$ cat src/rtl/divider_32bit_seq.sv
// divider_32bit_seq: iterative restoring divider, one quotient bit per clock.
// Unsigned by default; define DIV_SIGNED_EN to add the is_signed input and
// signed (truncating) division with sign fix-up on the final iteration.
// Also holds subtractor_32bit, the trial subtractor used every iteration.

module subtractor_32bit (
  input  logic [31:0] a,
  input  logic [31:0] b,
  output logic [31:0] diff
);
  // Modulo-2^32 difference
  assign diff = a - b;
endmodule

// state | meaning
// IDLE  | waiting for start; results hold their last values
// CALC  | one restoring step per clock, cnt counts 31 down to 0
// DONE  | done pulse for one cycle, then back to IDLE
module divider_32bit_seq #(
  parameter logic [31:0] DIV0_QUOTIENT = 32'hFFFF_FFFF
) (
  input  logic        clk,
  input  logic        rst_n,
  input  logic        start,
`ifdef DIV_SIGNED_EN
  input  logic        is_signed,
`endif
  input  logic [31:0] dividend,
  input  logic [31:0] divisor,
  output logic        busy,
  output logic        done,
  output logic [31:0] quotient,
  output logic [31:0] remainder,
  output logic        div_by_zero
);

  typedef enum logic [1:0] {IDLE, CALC, DONE} state_t;

  state_t      state;
  logic [31:0] d_reg;
  logic [31:0] q_reg;
  logic [31:0] r_reg;
  logic [4:0]  cnt;

  logic [32:0] s_shift;
  logic [31:0] trial_diff;
  logic        take;
  logic [31:0] r_next;
  logic [31:0] q_next;
  logic [31:0] dvd_mag;
  logic [31:0] dvs_mag;
  logic [31:0] q_final;
  logic [31:0] r_final;

  // Shifted partial remainder; bit 32 set means it already exceeds any divisor
  assign s_shift = {r_reg, q_reg[31]};

  subtractor_32bit u_sub (
    .a    (s_shift[31:0]),
    .b    (d_reg),
    .diff (trial_diff)
  );

  // Restore-or-keep decision; the modulo diff is exact when s_shift[32] is set
  assign take   = s_shift[32] | (s_shift[31:0] >= d_reg);
  assign r_next = take ? trial_diff : s_shift[31:0];
  assign q_next = {q_reg[30:0], take};

`ifdef DIV_SIGNED_EN
  logic neg_q;
  logic neg_r;

  // Operand magnitudes; -2^31 maps onto itself, which is its correct unsigned magnitude
  assign dvd_mag = (is_signed && dividend[31]) ? -dividend : dividend;
  assign dvs_mag = (is_signed && divisor[31])  ? -divisor  : divisor;
  assign q_final = neg_q ? -q_next : q_next;
  assign r_final = neg_r ? -r_next : r_next;
`else
  assign dvd_mag = dividend;
  assign dvs_mag = divisor;
  assign q_final = q_next;
  assign r_final = r_next;
`endif

  // Sequencing FSM with registered handshake and result outputs
  always_ff @(posedge clk or negedge rst_n) begin
    if (!rst_n) begin
      state       <= IDLE;
      d_reg       <= '0;
      q_reg       <= '0;
      r_reg       <= '0;
      cnt         <= '0;
      busy        <= 1'b0;
      done        <= 1'b0;
      quotient    <= '0;
      remainder   <= '0;
      div_by_zero <= 1'b0;
`ifdef DIV_SIGNED_EN
      neg_q       <= 1'b0;
      neg_r       <= 1'b0;
`endif
    end else begin
      case (state)
        IDLE: begin
          done <= 1'b0;
          if (start) begin
            busy <= 1'b1;
            if (divisor == 32'd0) begin
              quotient    <= DIV0_QUOTIENT;
              remainder   <= dividend;
              div_by_zero <= 1'b1;
              done        <= 1'b1;
              state       <= DONE;
            end else begin
              d_reg <= dvs_mag;
              q_reg <= dvd_mag;
              r_reg <= '0;
              cnt   <= 5'd31;
`ifdef DIV_SIGNED_EN
              neg_q <= is_signed & (dividend[31] ^ divisor[31]);
              neg_r <= is_signed & dividend[31];
`endif
              state <= CALC;
            end
          end
        end
        CALC: begin
          r_reg <= r_next;
          q_reg <= q_next;
          cnt   <= cnt - 5'd1;
          if (cnt == 5'd0) begin
            quotient    <= q_final;
            remainder   <= r_final;
            div_by_zero <= 1'b0;
            done        <= 1'b1;
            state       <= DONE;
          end
        end
        DONE: begin
          done  <= 1'b0;
          busy  <= 1'b0;
          state <= IDLE;
        end
        default: begin
          done  <= 1'b0;
          busy  <= 1'b0;
          state <= IDLE;
        end
      endcase
    end
  end

endmodule

$ cat config.mk
export PLATFORM = sky130hd
export DESIGN_NAME = divider_32bit_seq
export DESIGN_NICKNAME = d
export VERILOG_FILES = /design/src/rtl/divider_32bit_seq.sv
export SDC_FILE = /design/constraint.sdc
export NUM_CORES = 1
export LEC_CHECK = 0
export ABC_AREA = 1
export BUFFER_PORTS_ARGS = -buffer_cell sky130_fd_sc_hd__buf_2
export CAP_MARGIN = 0
export CORE_MARGIN = 2
export CORE_UTILIZATION = 50
export DETAILED_ROUTE_END_ITERATION = 7
export GPL_TIMING_DRIVEN = 0
export PLACE_DENSITY_LB_ADDON = 0.08
export SYNTH_ARGS = -nofsm -noshare
export SYNTH_HDL_FRONTEND = slang
export SYNTH_SLANG_ARGS = --single-unit
$ cat constraint.sdc
create_clock -name clk -period 2.81 [get_ports clk]
set_clock_uncertainty 0.15 [all_clocks]
set_input_delay 0.281 -clock clk [delete_from_list [all_inputs] [get_ports clk]]
set_output_delay 0.281 -clock clk [all_outputs]
set_load 0.1 [all_outputs]
==> results.tsv <==
stage	metric	value	unit
placement	gp_congestion	0.9535	
critical_path	worst_setup_path_end_kind	flop	
outcome	violations	design-rule violations	
die	die_x	147.4	um
critical_path	cp_common_cell	nand2_1	
timing	tightest_slew	754.5	ps
critical_path	cp.buffers_inverters	5	
synth	syn_inst	1448	
timing	period_share	95.97	%
grt	grt_pass1_wl	49340	um
hold_path	hold_class	primary input to flop	
critical_path	cp-start-kind	flop	
critical_path	cpLargestDelayFamily	simple AND/OR/NAND/NOR gates	
die	die_h	147.4	um
hold_path	hold_depth	3	
cells_and_area	diodes	0	
clocking	cts_tree	done	
synth	ys_seq_elements	170	
placement	portBuffers	133	
critical_path	path_depth	18	
grt	grt_remaining_overflow	0	
grt	groute.usage.overall	29.23	%
detailed_routing	drt-pass1-iter-count	8	
detailed_routing	drt_wl_total	31150	um
clocking	clock_latency	450	ps
critical_path	worstPathMaxFanout	7	
detailed_routing	wl_per_cell	15.96	um
clocking	clockBufferDepth	2	
detailed_routing	vias	9908	
die	die-area	21730	um^2
timing	drv_slew	0	
grt	grt_pass1_vias	9537	
grt	grt_antenna_before_repair	0	
die	initial_core_util	50.81	%
detailed_routing	avgViaCountPerCell	5.076	
cells_and_area	nNetsFinal	1771	
clocking	path_clk_slew	70	ps
timing	fin_ws	113.3	ps
timing	max_freq	370.8	MHz
grt	grt_max_degree	115	
critical_path	worstPathArrival	2930	ps
critical_path	path_cells	inv_1, ha_2, fa_2, inv_2, nand2_1, nand2_1, nand3_2, nand2_4, nand2_2, nand3_2, nand2_4, a21oi_4, buf_4, clkbuf_16, nand2_2, nand3_1, nand2_1, inv_1	
placement	dp.cells	1852	
cells_and_area	final_layout_size_suffix_gt1_share	16.17	%
timing	setup_violations	0	
clocking	root_buffer	clkbuf_16	
critical_path	crit_path_top_delay_cell	fa_2	
timing	whs	15.34	ps
detailed_routing	ant_nets	0	
synth	synth.distinct_cells	32	
timing	finalCriticalPeriod	2697	ps
synth	yosysWarnings	0	
cells_and_area	fillers	1934	
synth	synth_nets	1550	
clocking	clock_sinks	170	
placement	dp_slack	22.68	ps
critical_path	ff2ff_path_depth	18	
detailed_routing	drc_errors	2	
synth	seq_area_frac_synth	41.38	%
clocking	h-tree-depth	4	
critical_path	cpPeakStageDelay	360	ps
cells_and_area	stdcell_count	1952	
outcome	status	complete, but fails checks	
synth	syn_area_per_cell	7.100	um^2
die	pin_count	134	
die	rows	52	
synth	synth_area	10280	um^2
die	coreArea	20230	um^2
timing	finalHoldViolations	0	
placement	hpwl	23540	um
detailed_routing	drtIter0Drc	661	
cells_and_area	utilization	62.59	%
clocking	numCtsBuffers	17	
critical_path	setup.worst_path.class	flop to flop	
timing	relSlewSlack	49.70	%
critical_path	required	3040	ps
cells_and_area	area_growth	23.18	%
run	max-cap-violations	0	
==> path summary, 6_finish.rpt <==
kind	startpoint	to	slack, ps
worst min register to register	quotient[9]	quotient[9]	330
worst max register to register	q_reg[31]	remainder[12]	110
max in group asynchronous	rst_n	cnt[1]	1410
min in group asynchronous	rst_n	d_reg[5]	190
worst max-delay path	q_reg[31]	remainder[12]	110
worst min-delay path	dividend[1]	q_reg[1]	20
==> tightest hold or removal path, cell delays in order <==
cell,delay (ps)
buf_2,100
nand2_1,100
o21ai_0,80
==> cell type report <==
class / instances / area (um^2) / share of cell area (%)
sequential: 170 / 4254 / 33.59
buffer: 51 / 250.2 / 1.976
clock inverter: 14 / 150.1 / 1.186
clock buffer: 18 / 429.2 / 3.389
tap: 270 / 337.8 / 2.667
multi-input combinational: 985 / 4926 / 38.90
timing repair buffer: 203 / 1413 / 11.15
inverter: 241 / 904.6 / 7.143
==> synth_stat cells (all sizes together) <==
master / number / area, um^2
o21ai: 106 / 530.5
o21bai: 5 / 37.54
nand2: 452 / 1794
nand3: 91 / 465.5
nor3: 8 / 40.04
nand3b: 5 / 37.54
dfrtp: 170 / 4254
clkbuf: 30 / 112.6
or2: 33 / 206.5
o211ai: 1 / 7.510
nor4: 2 / 12.51
nor2: 130 / 518.0
nand4: 40 / 250.2
inv: 241 / 904.6
and2: 6 / 37.54
xor2: 15 / 131.4
ha: 34 / 425.4
a21oi: 24 / 131.4
xnor2: 1 / 8.760
buf: 22 / 122.6
a22oi: 31 / 232.7
fa: 1 / 20.02
==> routing by layer <==
metal	routed length (um)	global-route usage, %	vias to the layer above
met3	1469	4.259	55
met5	0	0	-
met4	890	11.44	0
met1	14160	39.77	4598
li1	-	-	4979
met2	14620	47.50	276
==> cell usage in the layout, fill, tap and decap left out, types with 4 or more instances in the layout <==
master | synthesis | routed
ha_1 | 34 | 32
dlygate4sd3_1 | 0 | 60
buf_1 | 5 | 5
a21oi_1 | 23 | 21
nand4_1 | 40 | 40
or2_1 | 12 | 12
nor2_1 | 126 | 122
nor3_1 | 8 | 8
buf_2 | 14 | 142
nand2_1 | 415 | 415
a22oi_1 | 31 | 31
dfrtp_1 | 170 | 170
or2_2 | 21 | 21
inv_1 | 239 | 238
clkbuf_16 | 0 | 18
buf_4 | 0 | 6
o21bai_1 | 5 | 5
clkbuf_1 | 30 | 28
inv_8 | 0 | 6
nor2_2 | 0 | 4
and2_1 | 6 | 6
nand2_2 | 36 | 35
nand3b_1 | 5 | 5
nor2_4 | 4 | 4
xor2_1 | 15 | 15
o21ai_0 | 103 | 103
nand3_1 | 89 | 88
==> cell families (layout without fill, tap and decap cells) <==
family	count (synthesis)	count (layout)	synth area share (%)
flip-flops	170	170	41.38
XOR/XNOR	16	16	1.363
adder cells (fa/ha/maj)	35	35	4.333
buffers and inverters	293	527	11.09
AO/OA/AOI/OAI	167	167	9.140
AND/OR/NAND/NOR	767	767	32.70
==> stage by stage <==
step	instance area (um^2)	TNS [ps]
final	12660	0
after global placement	11280	-248690
after CTS	12510	0
after floorplan	10280	0
after detailed placement	11320	0
after global routing	12660	-77.01
==> timing repair <==
| item | CTS | global route |
|---|---|---|
| pin swaps | 0 | 7 |
| hold endpoints to repair | 115 | 0 |
| setup endpoints to repair | 1 | 69 |
| hold buffers | 60 | 0 |
| setup buffers | 0 | 8 |
| gates cloned | 0 | 1 |
| gates resized for setup | 1 | 29 |
Power is left out: the tool's default activity adds up to more than one toggle a clock period on the data nets, which glitch-free logic cannot reach.
